## src/rtl/ysyx_23060332_mem_arbiter.sv

```systemverilog
// ysyx_23060332_mem_arbiter: shares one memory port between IFU fetches and LSU loads/stores.
// Define YSYX_23060332_ARB_RR_EN for round-robin tie-breaking; otherwise the LSU always wins ties.
module ysyx_23060332_mem_arbiter #(
    parameter int ADDR_W = 32,
    parameter int DATA_W = 32
) (
    input  logic              clk,
    input  logic              rst_n,
    input  logic              ifu_req_valid,
    output logic              ifu_req_ready,
    input  logic [ADDR_W-1:0] ifu_addr,
    output logic              ifu_rsp_valid,
    output logic [DATA_W-1:0] ifu_rdata,
    input  logic              lsu_req_valid,
    output logic              lsu_req_ready,
    input  logic              lsu_wen,
    input  logic [ADDR_W-1:0] lsu_addr,
    input  logic [DATA_W-1:0] lsu_wdata,
    input  logic [7:0]        lsu_wmask,
    output logic              lsu_rsp_valid,
    output logic [DATA_W-1:0] lsu_rdata,
    output logic              m_req_valid,
    input  logic              m_req_ready,
    output logic              m_wen,
    output logic [ADDR_W-1:0] m_addr,
    output logic [DATA_W-1:0] m_wdata,
    output logic [7:0]        m_wmask,
    input  logic              m_rsp_valid,
    input  logic [DATA_W-1:0] m_rdata,
    output logic              busy
);

    typedef enum logic [1:0] {
        IDLE = 2'd0,
        REQ  = 2'd1,
        WAIT = 2'd2
    } state_t;

    state_t state_r;
    state_t state_s;
    logic   owner_r;      // 1'b1 = LSU owns the transaction, 1'b0 = IFU
    logic   grant_lsu_s;
    logic   accept_s;
    logic   rsp_fire_s;

`ifdef YSYX_23060332_ARB_RR_EN
    logic   last_lsu_r;

    // Remember who was granted last so the next tie goes to the other requester.
    always_ff @(posedge clk) begin
        if (!rst_n) begin
            last_lsu_r <= 1'b0;
        end else if (accept_s) begin
            last_lsu_r <= grant_lsu_s;
        end else begin
            last_lsu_r <= last_lsu_r;
        end
    end
`endif

    // Arbitration on the current valids; only the tie case depends on the build option.
    always_comb begin
        grant_lsu_s = 1'b0;
        if (lsu_req_valid && ifu_req_valid) begin
`ifdef YSYX_23060332_ARB_RR_EN
            grant_lsu_s = ~last_lsu_r;
`else
            grant_lsu_s = 1'b1;
`endif
        end else begin
            grant_lsu_s = lsu_req_valid;
        end
    end

    // Next-state and request-side handshake decode.
    always_comb begin
        state_s       = state_r;
        lsu_req_ready = 1'b0;
        ifu_req_ready = 1'b0;
        accept_s      = 1'b0;
        case (state_r)
            IDLE: begin
                if (rst_n && (lsu_req_valid || ifu_req_valid)) begin
                    lsu_req_ready = grant_lsu_s;
                    ifu_req_ready = ~grant_lsu_s;
                    accept_s      = 1'b1;
                    state_s       = REQ;
                end else begin
                    state_s = IDLE;
                end
            end
            REQ: begin
                if (m_req_ready) begin
                    state_s = WAIT;
                end else begin
                    state_s = REQ;
                end
            end
            WAIT: begin
                if (m_rsp_valid) begin
                    state_s = IDLE;
                end else begin
                    state_s = WAIT;
                end
            end
            default: state_s = IDLE;
        endcase
    end

    // State register.
    always_ff @(posedge clk) begin
        if (!rst_n) begin
            state_r <= IDLE;
        end else begin
            state_r <= state_s;
        end
    end

    // Latch the winning request; fields stay frozen until the next accept.
    always_ff @(posedge clk) begin
        if (!rst_n) begin
            owner_r <= 1'b0;
            m_wen   <= 1'b0;
            m_addr  <= {ADDR_W{1'b0}};
            m_wdata <= {DATA_W{1'b0}};
            m_wmask <= 8'h00;
        end else if (accept_s && grant_lsu_s) begin
            owner_r <= 1'b1;
            m_wen   <= lsu_wen;
            m_addr  <= lsu_addr;
            m_wdata <= lsu_wdata;
            m_wmask <= lsu_wmask;
        end else if (accept_s) begin
            owner_r <= 1'b0;
            m_wen   <= 1'b0;
            m_addr  <= ifu_addr;
            m_wdata <= {DATA_W{1'b0}};
            m_wmask <= 8'h00;
        end else begin
            owner_r <= owner_r;
            m_wen   <= m_wen;
            m_addr  <= m_addr;
            m_wdata <= m_wdata;
            m_wmask <= m_wmask;
        end
    end

    // Responses outside WAIT are stray and never reach a requester.
    assign rsp_fire_s    = rst_n && (state_r == WAIT) && m_rsp_valid;
    assign lsu_rsp_valid = rsp_fire_s && owner_r;
    assign ifu_rsp_valid = rsp_fire_s && !owner_r;
    assign lsu_rdata     = (lsu_rsp_valid && !m_wen) ? m_rdata : {DATA_W{1'b0}};
    assign ifu_rdata     = ifu_rsp_valid ? m_rdata : {DATA_W{1'b0}};
    assign m_req_valid   = rst_n && (state_r == REQ);
    assign busy          = (state_r != IDLE);

endmodule

```

## config.mk

```make
export PLATFORM = sky130hd
export DESIGN_NAME = ysyx_23060332_mem_arbiter
export DESIGN_NICKNAME = d
export VERILOG_FILES = /design/src/rtl/ysyx_23060332_mem_arbiter.sv
export SDC_FILE = /design/constraint.sdc
export NUM_CORES = 1
export LEC_CHECK = 0
export ABC_CLOCK_PERIOD_IN_PS = 2610
export CAP_MARGIN = 30
export CORE_AREA = 8 8 107 109
export DETAILED_ROUTE_END_ITERATION = 10
export DIE_AREA = 0 0 115 117
export PLACE_DENSITY = 0.9
export SLEW_MARGIN = 20
export SYNTH_ARGS = -nofsm -noshare
export SYNTH_HDL_FRONTEND = slang
export SYNTH_SLANG_ARGS = --single-unit
```

## constraint.sdc

```tcl
create_clock -name clk -period 2.61 [get_ports clk]
set_input_delay 0.522 -clock clk [delete_from_list [all_inputs] [get_ports clk]]
set_output_delay 0.522 -clock clk [all_outputs]
set_load 0.005 [all_outputs]
```

**Word-level counts from Yosys, hierarchy flattened**

Index checks and enable logic that the tools add are counted.

- Bitwise operators: 1
- Equal/unequal tests: 2
- Reductions and logical operators: 15
- Muxes and demuxes: 22

Operator list:

| kind | number |
|---|---|
| $mux W32 | 6 |
| $mux W8 | 2 |
| $mux W1 | 11 |
| $logic_and A1 B1 Y1 | 9 |
| $pmux W2 S3 | 1 |
| $mux W2 | 2 |
| $reduce_bool A2 Y1 | 2 |
| $eq A2 B1 Y1 const B | 1 |
| $eq A2 B2 Y1 const B | 1 |
| $logic_not A1 Y1 | 2 |
| $logic_not A2 Y1 | 1 |
| $logic_or A1 B1 Y1 | 1 |
| $not A1 Y1 | 1 |

- Word-level logic and storage cells: 46
- Register bits: 76

**Longest topological paths before layout**

Gate-level depths: netlist (run 1).

- Word-level depth: 6
- Depth in mapped cells: 6

**Least setup slack after synthesis (run 1)**

Ideal clock, no wire load.

- Kind: input-to-output
- Start: input port lsu_req_valid
- End: output port ifu_req_ready
- Data arrival time: 1.241 ns
- Required time: 2.088 ns
- Buffers on the path: 3
- Cell stages on the path: 5
- Slack: 0.847 ns
- Cell sequence: buf_4 nor2b_1 buf_2 buf_2 and3_1

- Word-level cells in the longest chain between the ends: 5

RTL lines:

| element | RTL line | text |
|---|---|---|
| start: declaration | 14 | `input logic lsu_req_valid,` |
| $logic_and A1 B1 Y1 | 64 | `if (lsu_req_valid && ifu_req_valid) begin` |
| $mux W1 | 64 |  |
| $not A1 Y1 | 85 | `ifu_req_ready = ~grant_lsu_s;` |
| $mux W1 * | 83 | `if (rst_n && (lsu_req_valid \|\| ifu_req_valid)) begin` |
| $mux W1 * | 81 | `case (state_r)` |
| end: declaration | 10 | `output logic ifu_req_ready,` |

Every way passes the cells marked *; elsewhere a longest branch is shown, timed or not.

**Final worst setup path (run 1)**

- Start: input port lsu_req_valid
- End: output port lsu_req_ready

- Word-level cells in the longest chain between the ends: 4

RTL lines:

| element | RTL line | text |
|---|---|---|
| $logic_and A1 B1 Y1 / $logic_or A1 B1 Y1 (equally long branches) | 64, 83 |  |
| $mux W1 / $logic_and A1 B1 Y1 (equally long branches) | 64, 83 |  |
| $mux W1 * | 83 |  |
| $mux W1 * | 81 |  |
| end: declaration | 15 | `output logic lsu_req_ready,` |

Marked as above.

==> flow_summary.toml, run 1 <==
[cells_and_area]
mostFrequentLayoutCell = "clkdlybuf4s50_1"
diodes = 0
drive_gt1_frac = 0.0583
syn_to_final_growth_pct = 98.6
fillCellCount = 854
nets = 721
utilization = 0.630
mostFrequentLayoutCells = "clkdlybuf4s50_1, dfxtp_1, dlygate4sd2_1"

[timing]
setup_violations = 0
post-route-period-util = 0.932
fin_crit_ns = 2.43
rsz0062_at_grt = "false"
worst_pin_slew_ns = 0.433
drv_slew = 0
max_slew_margin = 0.711
setup_tns_ns = 0
hold_viol = 0
skew_ns = 0.00723
fmaxAchievable_ghz = 0.411

[logic_synthesis]
ys_ff_latch = 76
synth_top_area_cell = "dfxtp_1"
ys.flop_type = "dfxtp_1"
synth_seq_area_share = 0.484
synthArstFlopShare = 0
synth_area_per_cell_sq_um = 10.5
yosys_warnings = 0
synth_edf_count = 0
synth_area_sq_um = 3140
synth.distinct_cells = 29
synth_top_area_share = 0.484
synth_fp_nets = 442
yosys-top-cells-area = "dfxtp_1, and2_1, a22o_1, o2bb2ai_1, a22oi_1"
synth_cells = 299

[placement]
dp_hpwl_microns = 11100
port_buffers = 285
gp_congestion = 0.828

[route]
vias = 3457
wl_met3_microns = 1470
antenna_left = 0
firstDrtPassIters = 4
vias_per_cell = 4.81
route.detailed.drc = 0
drtIter0Drc = 136
dr_wl_met2_microns = 7270
routed_wirelength_microns = 13900
met1_length_microns = 4720
wl_per_cell_microns = 19.3
highest_layer = "met4"

[global_routing]
grt_usage = 0.196
gr-total-overflow = 0
grt_max_degree = 74
antenna_found_initial = 0
grt_pass1_wl_microns = 20300
grt_pass1_vias = 3764

[setup_path]
cp_data_arrival_time_ns = 1.91
critPathKind = "input port to output pin"
worstReg2RegEnd = "m_wdata[10]"
crit_required_ns = 2.09
rr_worst_depth = 5
r2r-start = "state_r[1]"
cp_max_fo = 6
worstSetupStartpointType = "input port"
cp-end-kind = "output pin"
reg2reg_slack_ns = 1.00

[floorplanning]
die_area_sq_um = 13500
core-area_sq_um = 9910
start_util = 0.317
die_x_microns = 115
rows = 37
io_pins = 286
fp.dieH_microns = 117

[clock_network]
numCtsBuffers = 9
clockRootBuffer = "clkbuf_8"
clk_latency_ns = 0.34
clk_pin_slew_ns = 0.07
cts_tree = "built"
htreeDepth = 3
clk_path_buf_depth = 2
clock-sinks = 76

[pwr]
power.density_nw_per_um2 = 435
p_total_w = 0.00272
max-vdd-ir-drop_v = 0.000298
power_leakage_nw = 2.66

[run]
maxCapViolations = 0

[outcome]
outcome = "complete, no violations"

[worst_hold_path]
holdPathEnd = "m_addr[27]"
worstHoldPathCells = 1
min-delay-start = "m_addr[27]"
hold_class = "flip-flop to flip-flop"
## per-layer routing
metal  track usage  vias up
li1              -     1664
met1         0.182     1581
met2         0.364      186
met3        0.0841       26
met4        0.0937        0
met5             0        -
## cell families (layout without fill, tap and decap cells)
| group | after synthesis | after routing | synth area share |
|---|---|---|---|
| compound gates | 110 | 110 | 0.290 |
| simple gates | 80 | 80 | 0.163 |
| flops | 76 | 76 | 0.484 |
| buf+inv | 33 | 317 | 0.0629 |
## area by class of cell
class / count / area [sq um] / area share
timing repair buffer: 299 / 2930 / 0.470
inverter: 2 / 7.51 / 0.00120
tap: 136 / 170 / 0.0272
sequential: 76 / 1520 / 0.244
clock buffer: 14 / 153 / 0.0244
clock inverter: 2 / 10.0 / 0.00160
multi-input combinational: 190 / 1450 / 0.232
## synth_stat cells (2+ instances only)
| master | instances |
|---|---|
| nor3_2 | 2 |
| clkbuf_1 | 6 |
| buf_4 | 2 |
| and2_1 | 64 |
| a22o_1 | 40 |
| a22oi_1 | 32 |
| dfxtp_1 | 76 |
| a21oi_1 | 2 |
| buf_2 | 17 |
| buf_6 | 6 |
| inv_1 | 2 |
| nor2_1 | 2 |
| o2bb2ai_1 | 32 |
## power by group
group | leakage (nW) | internal [W] | switching, W
clock | 0.0844 | 0.000370 | 0.000394
sequential | 0.624 | 0.00125 | 0.0000562
combinational | 1.95 | 0.000424 | 0.000222
total | 2.66 | 0.00204 | 0.000672
## through the flow
step	instances	setup WS, ns	area (sq um)	hold slack (ns)
after floorplan	299	0.847	3140	0.456
after global placement	699	-0.0999	6090	0.442
after detailed placement	699	-0.165	6090	0.445
after CTS	715	0.0379	6190	0.466
after global routing	719	0.129	6240	0.487
final	719	0.177	6240	0.465
## critical path: stages
cell             delay [ns]
clkdlybuf4s50_1        0.59
and3_4                 0.23
clkdlybuf4s50_1        0.57
## flip-flops by register name, indices dropped and copies added, names as in the netlist
| name | flops |
|---|---|
| m_addr | 32 |
| m_wdata | 32 |
| m_wmask | 8 |
| state_r | 2 |
| m_wen | 1 |
| owner_r | 1 |
## timing repair
action	CTS	global route
endpoints found under the hold margin	0	0
pin swaps	1	1
hold buffers	0	0
buffers inserted	0	3
resized for setup	67	2
gates cloned	0	1
setup endpoints to repair	64	1
## worst max-delay path by stage
| stage | startpoint | end | slack [ns] | cells past startpoint |
|---|---|---|---|---|
| CTS | m_rsp_valid | ifu_rsp_valid | 0.04 | 5 |
| global placement | rst_n | ifu_rdata[19] | -0.1 | 6 |
| detailed placement | rst_n | lsu_rdata[5] | -0.17 | 6 |
| global route | lsu_req_valid | lsu_req_ready | 0.13 | 3 |
| floorplan | lsu_req_valid | ifu_req_ready | 0.85 | 5 |
| finish | lsu_req_valid | lsu_req_ready | 0.18 | 3 |
Note: power is estimated with default switching activity, not from simulation.
==> run 2: changes to the inputs <==
==> constraint.sdc (replaced) <==
create_clock -name clk -period 2.61 [get_ports clk]
set_input_delay 0.3915 -clock clk [delete_from_list [all_inputs] [get_ports clk]]
set_output_delay 0.3915 -clock clk [all_outputs]
set_load 0.005 [all_outputs]
==> flow_summary.toml, run 2 (synthesis gave the netlist of run 1 again) <==
[outcome]
outcome = "complete, no violations"

[worst_hold_path]
hold_class = "flip-flop to flip-flop"
min-delay-start = "m_addr[9]"
worstHoldPathCells = 1

[clock_network]
clockRootBuffer = "clkbuf_8"
clock-sinks = 76
cts_tree = "built"
htreeDepth = 3
cts_setup_buffers = 0
numCtsBuffers = 9
postCtsResizedCells = 0
clk_latency_ns = 0.33
clk_pin_slew_ns = 0.07
cts_hold_buf = 0
clk_path_buf_depth = 2

[placement]
dp_hpwl_microns = 11000
gp_congestion = 0.827
dp_slack_ns = 0.0983
port_buffers = 285

[route]
routed_wirelength_microns = 13500
wl_per_cell_microns = 19.0
antenna_left = 0
firstDrtPassIters = 4
vias_per_cell = 4.82
drtIter0Drc = 178
route.detailed.drc = 0
vias = 3436

[timing]
fmaxAchievable_ghz = 0.399
rsz0062_at_grt = "false"
skew_ns = 0.00579
post-route-period-util = 0.961
max_slew_margin = 0.506
fin_ws_ns = 0.102
worst_pin_slew_ns = 0.741
drv_slew = 0
whs_ns = 0.466
setup_violations = 0
hold_viol = 0
fin_crit_ns = 2.51
setup_tns_ns = 0

[cells_and_area]
drive_gt1_frac = 0.0537
nets = 715
diodes = 0
mostFrequentLayoutCells = "clkdlybuf4s50_1, dfxtp_1, and2_1"
syn_to_final_growth_pct = 99.4
mostFrequentLayoutCell = "clkdlybuf4s50_1"
fillCellCount = 820
top_regs = "m_addr (32), m_wdata (32), m_wmask (8)"

[floorplanning]
rows = 37
fp.dieH_microns = 117
io_pins = 286
start_util = 0.317
core-area_sq_um = 9910
die_area_sq_um = 13500
die_x_microns = 115

[setup_path]
crit_required_ns = 2.22
critPathKind = "input port to output pin"
cp_max_fo = 32
r2r-start = "state_r[0]"
cp-end-kind = "output pin"
rr_worst_depth = 3
cp_data_arrival_time_ns = 2.12
crit_path_start = "rst_n"
worstSetupStartpointType = "input port"

[global_routing]
grt_pass1_wl_microns = 19500
grt_pass1_vias = 3650
grt_usage = 0.186
gr-total-overflow = 0
antenna_found_initial = 0
grt_max_degree = 74

[pwr]
power_leakage_nw = 2.31
p_total_w = 0.00285
power.density_nw_per_um2 = 455
max-vdd-ir-drop_v = 0.000307

[run]
maxCapViolations = 0
run 2: changes by cell type in the layout (fill, tap and decap cells not counted), moves of 2 or more:
cell | before | now
clkdlybuf4s50_1 | 219 | 285
dlygate4sd2_1 | 65 | 0
buf_4 | 10 | 6
clkbuf_1 | 4 | 1
clkinvlp_4 | 0 | 3
clkinv_2 | 2 | 0
nor3_2 | 0 | 2
nor3_4 | 2 | 0
run 2: report_power, final:
group / switching, W / internal, W / total (W)
combinational: 0.000219 / 0.000422 / 0.000640
sequential: 0.0000541 / 0.00125 / 0.00130
clock: 0.000437 / 0.000470 / 0.000907
total: 0.000710 / 0.00214 / 0.00285
run 2: metrics by stage:
| step | util | cell area, sq um | cells |
|---|---|---|---|
| after floorplan | - | 3140 | 299 |
| after global placement | 0.612 | 6070 | 697 |
| after detailed placement | 0.612 | 6070 | 697 |
| after CTS | 0.633 | 6270 | 713 |
| after global routing | 0.633 | 6270 | 713 |
| final | 0.633 | 6270 | 713 |
run 2: final cells by class:
type	count	area, sq um	area share
inverters	2	7.51	0.00120
well taps	136	170	0.0271
clock inverters	5	61.3	0.00978
flip-flops and latches	76	1520	0.243
clock buffers	11	141	0.0226
repair buffers	293	2940	0.469
multi-input cells	190	1430	0.228
run 2: path summary, 6_finish.rpt:
| path | slack [ns] | end |
|---|---|---|
| worst max-delay path | 0.10 | lsu_rdata[28] |
| worst min-delay path | 0.47 | m_addr[9] |
| worst max register to register | 0.98 | m_wdata[24] |
| worst min register to register | 0.47 | m_addr[9] |
run 2: layer usage:
layer | vias up | global-route usage | wire length, microns
li1 | 1651 | - | -
met1 | 1603 | 0.176 | 4810
met2 | 170 | 0.373 | 7230
met3 | 12 | 0.0682 | 1360
met4 | 0 | 0.0412 | 140
met5 | - | 0 | 0
run 2: critical path: stages:
cell	delay [ns]
clkdlybuf4s50_1	0.50
nand3_2	0.12
nor3_2	0.26
buf_12	0.19
and2_1	0.14
clkdlybuf4s50_1	0.51
==> patch 1: new RTL, flow settings as in run 2 <==
Set the parameter `DATA_W` to 64 (it was 32).
--- a/src/rtl/ysyx_23060332_mem_arbiter.sv
+++ b/src/rtl/ysyx_23060332_mem_arbiter.sv
@@ -4,3 +4,3 @@
     parameter int ADDR_W = 32,
-    parameter int DATA_W = 32
+    parameter int DATA_W = 64
 ) (
Interface: changed (5 resized); port bits go from 286 to 446. The function was not compared with the original's and may differ.
==> patch 1 against run 2 <==
The flow now stops in I/O pin placement. Area after synthesis increased by 45%.
==> patch 1: results (changes against run 2) <==
tool.error: "[ERROR PPL-0024] Number of IO pins (446) exceeds maximum number of available positions (410). Increase the die perimeter from 464.00um to 606.56um."
synthMuxAreaShare_pct: 0  # unchanged
async_flop_share_pct: 0  # unchanged
synthTopCellsByArea: "dfxtp_1 47%, and2_1 18%, a22o_1 14%"
synth_compound_gate_area_share_pct: 26.19  # -2.9 points
synthAdderAreaFrac_pct: 0  # unchanged
ys.flop_type: "dfxtp_1"
synth-seq-cells: 108  # +42%
ys_types: 30  # +3.4%
failing_step: "I/O pin placement"
syn_nets: 648  # +47%
rows: 37  # unchanged
ys_top_cells_by_count: "128 x and2_1, 108 x dfxtp_1, 72 x a22o_1"
syn_avg_cell_area_um2: 10.34  # -1.7%
ys_seq_area_share_pct: 47.43  # -0.95 points
yosysWarnings: 0  # unchanged
status: "stopped before the end"
synthXorXnorAreaFrac_pct: 0  # unchanged
[patch 1: cells by family after synthesis]
kind of cell,after synthesis
DFF,108
AOI/OAI and AO/OA,142
buffers and inverters,47
and+or+nand+nor,144
==> patch 2: new RTL, config.mk and constraints of run 2 <==
Made on the original files. Encoding of `state_t`: now one-hot (3 bits for 3 states).
--- a/src/rtl/ysyx_23060332_mem_arbiter.sv
+++ b/src/rtl/ysyx_23060332_mem_arbiter.sv
@@ -32,6 +32,6 @@
 
-    typedef enum logic [1:0] {
-        IDLE = 2'd0,
-        REQ  = 2'd1,
-        WAIT = 2'd2
+    typedef enum logic [2:0] {
+        IDLE = 3'b001,
+        REQ  = 3'b010,
+        WAIT = 3'b100
     } state_t;
Function: same outputs for any inputs over 4 cycles, from zero or initial values and one cycle with rst_n low; so few cycles prove little.
==> patch 2 against run 2 <==
The flow now finishes with violations (negative setup slack). Maximum frequency is 5.5% lower. Combinational power is 30% higher. Sequential cell count is 1 higher. Routed wire length is 31% higher. Cell area is 14% higher. Largest power group unchanged. Area after synthesis is 23% higher. Highest routed layer unchanged. Power is 8.0% higher. Setup slack worse by 150 ps. Critical endpoint is now lsu_rdata[6].
==> patch 2: results (changes against run 2) <==
status: "finished with violations"
cp.arrival_ps: 2260  # +140 ps
min_path_cells: 2  # +1
grt_usage_pct: 23.91  # +5.3 points
gp_congestion: 0.9483  # +15%
ys_seq_area_share_pct: 39.97  # -8.4 points
skew_ps: 15.79  # +10.01 ps
grt_pass1_vias: 4634  # +27%
vdd_drop_max_uv: 277.5  # -9.7%
wirelength_um: 17660  # +31%
wl_met2_um: 8755  # +21%
gr-usage-met3_pct: 9.236  # +2.4 points
p_leak_nw: 3.176  # +38%
path_clk_slew_ps: 100  # +30 ps
comb_power_uw: 832  # +30%
setup_violations: 4  # +4
synthTopCellsByArea: "dfxtp_1 40%, and2_1 11%, a21boi_0 8.0%"
ys_top_cells_by_count: "77 x dfxtp_1, 65 x and2_1, 42 x o21ai_0"
place_area_mm2: 0.006790  # +12%
pwr-share-clk_pct: 29.4  # -2.4 points
finalNonFillerCells: 877  # +23%
met1Wirelength_um: 6417  # +34%
max_slew_margin_pct: 47.35  # -3.2 points
synth_area_mm2: 0.003856  # +23%
layout-drive-gt1-share_pct: 6.622  # +1.2 points
viasPerCell: 5.395  # +12%
power_switching_uw: 947.9  # +34%
use_met1_pct: 25.89  # +8.3 points
violations: "negative setup slack"
wl_met3_um: 1869  # +38%
insertion_delay_ps: 350  # +20 ps
grt_pass1_wl_um: 25270  # +29%
worst_slack_ps: -44.31  # -146.7 ps
dp_cells: 854  # +23%
-- patch 2: final timing paths --
kind                                 from                 endpoint  slack, ps
setup / recovery              m_rsp_valid             lsu_rdata[6]        -40
hold / removal    m_wmask[0]$_SDFFE_PN0P_  m_wmask[0]$_SDFFE_PN0P_        490
hold reg to reg   m_wmask[0]$_SDFFE_PN0P_  m_wmask[0]$_SDFFE_PN0P_        490
setup reg to reg    state_r[0]$_SDFF_PN1_  m_wmask[1]$_SDFFE_PN0P_        540
-- patch 2: critical path, stage by stage --
cell and delay [ps]:
clkdlybuf4s50_1 480, nand4b_1 150, nor4b_2 280, buf_6 260
and2_1 180, clkdlybuf4s50_1 510
-- patch 2: metrics by stage --
step / total power, mW / hold slack (ps) / worst slack, ps / TNS (ps)
final: 3.077 / 486.4 / -44.31 / -144.6
after floorplan: 1.680 / 473.7 / 840.0 / 0
after CTS: 3.100 / 489.3 / -16.81 / -41.03
after detailed placement: 2.196 / 474.1 / -96.38 / -981.1
after global placement: 2.176 / 464.1 / -65.91 / -246.6
after global routing: 3.219 / 515.2 / -124.8 / -552.8
-- patch 2: kinds of logic (layout without fill, tap and decap cells) --
logic type             count (synthesis)  after routing  share of synthesized area [%]
AOI/OAI and AO/OA                    183            183                          30.69
buffers and inverters                 56            322                          6.586
other                                  0              1                              0
and+or+nand+nor                      158            158                          22.74
DFF                                   77             77                          39.97
-- patch 2: timing repair --
action,CTS,global route
cloned,1,1
setup endpoints to repair,55,33
gates resized for setup,37,34
setup buffers,1,3
-- patch 2: final cells by class --
type | instances | area (µm²)
sequential | 77 | 1543
tap | 136 | 170.2
inverter | 1 | 3.754
clock buffer | 9 | 123.9
timing repair buffer | 305 | 3097
fill | 758 | 2784
antenna | 1 | 2.502
multi-input combinational | 341 | 2108
clock inverter | 7 | 75.07
